`src/rtl/pipe_ctrl_pkg.sv`:
```
// Shared encodings for the pipeline hazard/sequencing controller:
// forwarding-select codes and the data-memory FSM state type.
package pipe_ctrl_pkg;

  // ID-stage operand mux selects
  localparam logic [1:0] FWD_RF      = 2'b00;  // register file
  localparam logic [1:0] FWD_EXE     = 2'b01;  // EXE-stage ALU result
  localparam logic [1:0] FWD_MEM_ALU = 2'b10;  // MEM-stage ALU result
  localparam logic [1:0] FWD_MEM_LD  = 2'b11;  // MEM-stage load data

  // Data-memory access sequencer states
  typedef enum logic [1:0] {
    ST_IDLE = 2'b00,
    ST_WAIT = 2'b01,
    ST_DONE = 2'b10
  } mem_state_t;

endpackage

```
`src/rtl/fwd_unit.sv`:
```
// Forwarding-select logic for one ID-stage source operand.
// Youngest producer wins: an EXE ALU result beats anything in MEM.
// An EXE load cannot be forwarded yet (load-use stall covers that case).
module fwd_unit
  import pipe_ctrl_pkg::*;
(
  input  logic [4:0] src,
  input  logic       use_src,
  input  logic [4:0] exe_rn,
  input  logic       exe_wreg,
  input  logic       exe_m2reg,
  input  logic [4:0] mem_rn,
  input  logic       mem_wreg,
  input  logic       mem_m2reg,
  output logic [1:0] fwd
);

  // Priority select: EXE ALU, then MEM (ALU or load data), else regfile
  always_comb begin
    fwd = FWD_RF;
    if (use_src && (src != 5'd0)) begin
      if (exe_wreg && !exe_m2reg && (exe_rn == src)) begin
        fwd = FWD_EXE;
      end else if (mem_wreg && (mem_rn == src)) begin
        fwd = mem_m2reg ? FWD_MEM_LD : FWD_MEM_ALU;
      end
    end
  end

endmodule

```
`src/rtl/pipe_hazard_ctrl.sv`:
```
// Hazard and sequencing controller for the 5-stage pipeline.
// - operand forwarding selects (one fwd_unit per operand)
// - load-use detection, one bubble per hazard
// - request/acknowledge sequencer toward a variable-latency data memory,
//   freezing the pipeline registers while an access is outstanding
// Optional macro PIPE_HAZARD_CTRL_STATS_EN adds saturating stall counters.
//
// Memory handshake: dmem_req is high in the IDLE cycle that sees a MEM-stage
// load/store and in every WAIT cycle. The memory answers with a one-cycle
// dmem_ack, sampled only in WAIT (latency >= 1 cycle); the ack is ignored in
// IDLE and DONE. Read data stays valid until the next request, so MEM/WB
// captures it in the DONE cycle when the pipeline advances.
module pipe_hazard_ctrl
  import pipe_ctrl_pkg::*;
#(
  parameter int TIMEOUT = 16,
  parameter int CNT_W   = 32
) (
  input  logic             clk,
  input  logic             clrn,
  input  logic [4:0]       id_rs,
  input  logic [4:0]       id_rt,
  input  logic             id_use_rs,
  input  logic             id_use_rt,
  input  logic [4:0]       exe_rn,
  input  logic             exe_wreg,
  input  logic             exe_m2reg,
  input  logic [4:0]       mem_rn,
  input  logic             mem_wreg,
  input  logic             mem_m2reg,
  input  logic             mem_wmem,
  input  logic             dmem_ack,
  output logic [1:0]       fwda,
  output logic [1:0]       fwdb,
  output logic             pc_we,
  output logic             ifid_we,
  output logic             idexe_we,
  output logic             idexe_bubble,
  output logic             exemem_we,
  output logic             memwb_bubble,
  output logic             dmem_req,
  output logic             timeout_err,
`ifdef PIPE_HAZARD_CTRL_STATS_EN
  output logic [CNT_W-1:0] stall_lu_cnt,
  output logic [CNT_W-1:0] stall_mem_cnt,
`endif
  output mem_state_t       dbg_state
);

  localparam int CW = $clog2(TIMEOUT);

  mem_state_t    state, state_nxt;
  logic [CW-1:0] wait_cnt, wait_inc;
  logic          mem_access, freeze, lu, to_hit, timeout_set;

  fwd_unit u_fwd_a (
    .src(id_rs), .use_src(id_use_rs),
    .exe_rn(exe_rn), .exe_wreg(exe_wreg), .exe_m2reg(exe_m2reg),
    .mem_rn(mem_rn), .mem_wreg(mem_wreg), .mem_m2reg(mem_m2reg),
    .fwd(fwda)
  );

  fwd_unit u_fwd_b (
    .src(id_rt), .use_src(id_use_rt),
    .exe_rn(exe_rn), .exe_wreg(exe_wreg), .exe_m2reg(exe_m2reg),
    .mem_rn(mem_rn), .mem_wreg(mem_wreg), .mem_m2reg(mem_m2reg),
    .fwd(fwdb)
  );

  assign mem_access = mem_m2reg | mem_wmem;
  // WAIT lasts TIMEOUT-1 cycles: the counter starts at 0 on entry
  assign wait_inc   = wait_cnt + 1'b1;
  assign to_hit     = (wait_inc == CW'(TIMEOUT - 1));
  assign lu = exe_wreg && exe_m2reg && (exe_rn != 5'd0) &&
              ((id_use_rs && (id_rs == exe_rn)) ||
               (id_use_rt && (id_rt == exe_rn)));

  // Sequencer next state; freeze and timeout detection decoded here
  always_comb begin
    state_nxt   = state;
    freeze      = 1'b0;
    timeout_set = 1'b0;
    case (state)
      ST_IDLE: begin
        if (mem_access) begin
          freeze    = 1'b1;
          state_nxt = ST_WAIT;
        end
      end
      ST_WAIT: begin
        freeze = 1'b1;
        if (dmem_ack) begin
          state_nxt = ST_DONE;
        end else if (to_hit) begin
          state_nxt   = ST_DONE;
          timeout_set = 1'b1;
        end
      end
      ST_DONE: state_nxt = ST_IDLE;
      default: state_nxt = ST_IDLE;
    endcase
  end

  assign dmem_req  = freeze;
  assign dbg_state = state;

  // Sequencer state, wait counter and sticky timeout flag
  always_ff @(posedge clk or negedge clrn) begin
    if (!clrn) begin
      state       <= ST_IDLE;
      wait_cnt    <= '0;
      timeout_err <= 1'b0;
    end else begin
      state    <= state_nxt;
      wait_cnt <= (state == ST_WAIT) ? wait_inc : '0;
      if (timeout_set) timeout_err <= 1'b1;
    end
  end

  // Pipeline register controls: freeze beats load-use, load-use beats run
  always_comb begin
    pc_we        = 1'b1;
    ifid_we      = 1'b1;
    idexe_we     = 1'b1;
    idexe_bubble = 1'b0;
    exemem_we    = 1'b1;
    memwb_bubble = 1'b0;
    if (freeze) begin
      pc_we        = 1'b0;
      ifid_we      = 1'b0;
      idexe_we     = 1'b0;
      exemem_we    = 1'b0;
      memwb_bubble = 1'b1;
    end else if (lu) begin
      pc_we        = 1'b0;
      ifid_we      = 1'b0;
      idexe_bubble = 1'b1;
    end
  end

`ifdef PIPE_HAZARD_CTRL_STATS_EN
  logic lu_bubble;
  assign lu_bubble = lu & ~freeze;

  // Saturating stall statistics
  always_ff @(posedge clk or negedge clrn) begin
    if (!clrn) begin
      stall_lu_cnt  <= '0;
      stall_mem_cnt <= '0;
    end else begin
      if (lu_bubble && (stall_lu_cnt != {CNT_W{1'b1}}))
        stall_lu_cnt <= stall_lu_cnt + 1'b1;
      if (freeze && (stall_mem_cnt != {CNT_W{1'b1}}))
        stall_mem_cnt <= stall_mem_cnt + 1'b1;
    end
  end
`endif

endmodule

```
`config.mk`:
```
export PLATFORM = sky130hd
export DESIGN_NAME = pipe_hazard_ctrl
export DESIGN_NICKNAME = d
export VERILOG_FILES = /design/src/rtl/pipe_ctrl_pkg.sv /design/src/rtl/fwd_unit.sv /design/src/rtl/pipe_hazard_ctrl.sv
export SDC_FILE = /design/constraint.sdc
export NUM_CORES = 1
export LEC_CHECK = 0
export ABC_AREA = 1
export BUFFER_PORTS_ARGS = -buffer_cell sky130_fd_sc_hd__buf_2
export CAP_MARGIN = 20
export CORE_MARGIN = 1
export CORE_UTILIZATION = 41
export CTS_BUF_LIST = sky130_fd_sc_hd__clkbuf_8
export CTS_CLUSTER_DIAMETER = 40
export DETAILED_ROUTE_END_ITERATION = 10
export GPL_TIMING_DRIVEN = 0
export PLACE_DENSITY = 0.85
export RECOVER_POWER = 25
export SKIP_CTS_REPAIR_TIMING = 1
export SYNTH_ARGS = -nofsm -noshare
export SYNTH_HDL_FRONTEND = slang
export SYNTH_SLANG_ARGS = --single-unit
```
`constraint.sdc`:
```
create_clock -name clk -period 2.11 [get_ports clk]
set_input_delay 0 -clock clk [delete_from_list [all_inputs] [get_ports clk]]
set_output_delay 0 -clock clk [all_outputs]
set_load 0.03 [all_outputs]
```
==> impl_metrics.csv <==
group,metric,value,unit
cells_and_area,n_antenna_cell,0,
sta,finClkSkew,0.8108,ps
critical_path,worstPathRequired,2110,ps
yosys,synthFlopType,"dfrtp_1",
status,outcome,"finished, final reports clean",
global_route,grt_antenna_before_repair,0,
cells_and_area,final_nets,212,
yosys,synth_top_area_share,22.29,%
critical_path,worst_path_largest_cell_delay,390,ps
die,dieArea,2095,µm²
placed_design,hpwl,1780,µm
yosys,syn_area,785.8,µm²
cells_and_area,drive_gt1_share,32.96,%
yosys,yosysTopAreaCell,"dfrtp_1",
critical_path,endpoint_kind,"output port",
clock_network,clkLatencyLatePin,230,ps
yosys,synth_warnings,0,
die,start_util,44.54,%
yosys,ys_seq_area_share,22.29,%
sta,rsz0062_at_grt,"no",
routing,dr_total_vias,951,
critical_path,worstPathArrival,1540,ps
die,ios,44,
hold_path,holdCritPathClass,"primary input to register",
sta,finalSetupViolCount,0,
critical_path,worstPathCellList,"inv_1 -> nor2_1 -> inv_1 -> nand2_1 -> a21oi_1 -> buf_4 -> buf_2",
routing,routed_via_density,4.662,
global_route,met3_usage,2.381,%
clock_network,cts_buffers,3,
sta,min_period,1536,ps
die,fp-row-count,15,
sta,worst-slew-pin-transition,377.2,ps
global_route,grt_use_met2,42.57,%
sta,slew_violations,0,
global_route,overflow,0,
clock_network,cts_root_buf,"clkbuf_8",
yosys,synth-edff-count,0,
pwr,peakVddDrop,418.2,µV
sta,final-hold-violation-count,0,
yosys,synth.net_count,163,
yosys,synthCells,131,
routing,drt_iter0_drc,12,
yosys,yosysMostFrequentCell,"nand2_1",
die,die_w,45.78,µm
yosys,ys_types,19,
flow_run,maxCapViolCount,0,
critical_path,critPathMaxFanout,6,
yosys,syn_avg_cell_area,5.998,µm²
pwr,leakagePower,0.6511,nW
sta,clock.fmax,650.9,MHz
sta,tns,0,ps
routing,drtPass1Iterations,4,
cells_and_area,fill_cells,187,
critical_path,cpMostUsedCell,"inv_1",
clock_network,clkTransAtPathRegs,40,ps
yosys,ys_ff_latch,7,
clock_network,htreeDepth,1,
pwr,power.density,879.2,nW/µm²
placed_design,io_buffers,43,
routing,drc,0,
critical_path,crit_path_top_delay_cell,"dfrtp_1",
yosys,netlist_top_cells_count,"nand2_1 (42), inv_1 (18), nand3_1 (12), nor2_1 (12), dfrtp_1 (7)",
clock_network,cts_tree,"built",
cells_and_area,final_cells,204,
die,coreArea,1764,µm²
global_route,grt.busiest_layer,"met2",
global_route,grt_max_degree,8,
critical_path,crit_type,"register to output port",
placed_design,dp_cells,199,
die,die_h,45.78,µm
yosys,synth_area_leaders,"dfrtp_1 (22%), nand2_1 (20%), inv_1 (8.6%)",
sta,worst_slew_margin_rel,74.86,%
global_route,grt_pass1_wl,3450,µm
sta,fin_crit_sh,72.81,%
cells_and_area,areaGrowthSynthToFinish,38.22,%
global_route,grt_pass1_vias,857,
yosys,async_reset_ff_share,100.0,%
placed_design,gp_congestion,0.8824,
clock_network,clock-sinks,7,
global_route,grt_use_total,23.73,%
routing,ant_nets,0,
critical_path,cp-start-kind,"register",
routing,wirelength,2059,µm
routing,wl_per_cell,10.09,µm
clock_network,clockBufferDepth,2,
global_route,use_met1,27.47,%
## cell usage in the layout (no fill, tap or decap)
cell	n
nand2_1	42
buf_2	42
clkbuf_1	1
a21oi_1	4
or2_0	2
inv_2	3
xnor2_1	3
buf_4	3
inv_1	19
clkbuf_8	3
o22ai_1	2
a211oi_2	2
nor2_1	12
o21ai_0	1
ha_1	2
dfrtp_1	7
xor2_1	4
nor3_1	3
nor2_2	6
nand3_1	12
nand4_1	4
o21bai_1	1
dlygate4sd3_1	1
## sequential cells by signal (all words and copies together), names as in the netlist
name / cells
dbg_state: 2
timeout_err: 1
wait_cnt: 4
## critical path: cells and delay by family, from the launching register on
family / cells / cell delay (ps)
flip-flops: 1 / 390
AND/OR/NAND/NOR: 2 / 210
AO/OA/AOI/OAI: 1 / 180
buffers and inverters: 4 / 510
## cell families (layout without fill, tap and decap cells)
kind of cell,count (synthesis),count (layout),share of synthesized area [%]
AND/OR/NAND/NOR,81,81,44.90
buffers and inverters,24,72,12.90
AO/OA/AOI/OAI,10,10,8.916
XOR/XNOR,7,7,7.803
flip-flops,7,7,22.29
adder cells (fa/ha/maj),2,2,3.184
## per-stage QoR
stage	total power, mW	area (µm²)	utilization (%)	worst slack (ps)	hold slack [ps]
floorplan	0.6040	785.8	-	185.4	-295.6
global placement	0.7513	1032	58.51	852.6	-167.1
detailed placement	0.7726	1032	58.51	818.3	-160.9
CTS	0.9589	1077	61.06	573.0	-402.1
global route	1.035	1086	61.56	461.4	84.80
finish	0.9549	1086	61.56	573.8	52.33
## power by group
| part | switching, mW | internal, mW | leakage, nW |
|---|---|---|---|
| combinational | 0.379 | 0.189 | 0.531 |
| sequential | 0.0306 | 0.171 | 0.0932 |
| clock | 0.0597 | 0.126 | 0.0269 |
| total | 0.469 | 0.486 | 0.651 |
## routing by layer
metal	up-vias	wire length (µm)
met5	-	0
met4	0	44
met3	4	54
met2	26	1037
met1	414	922
li1	507	-
## worst paths after layout
kind	start	to	slack (ps)	cells past startpoint
hold reg to reg	timeout_err	timeout_err	490	1
min in group asynchronous	clrn	wait_cnt[0]	210	2
setup / recovery	dbg_state[0]	pc_we	570	7
hold / removal	mem_wmem	dbg_state[0]	50	3
max in group asynchronous	clrn	wait_cnt[1]	1630	2
setup reg to reg	wait_cnt[0]	dbg_state[0]	850	6
## cell type report
| cell class | count | area (µm²) | area share (%) |
|---|---|---|---|
| multi-input cells | 100 | 509.2 | 46.89 |
| repair buffers | 44 | 224.0 | 20.62 |
| flip-flops and latches | 7 | 175.2 | 16.13 |
| inverters | 21 | 78.83 | 7.258 |
| clock buffers | 3 | 41.29 | 3.802 |
| well taps | 25 | 31.28 | 2.880 |
| plain buffers | 3 | 22.52 | 2.074 |
| clock inverters | 1 | 3.754 | 0.3456 |
No activity file was read; power rests on OpenSTA's default activity.
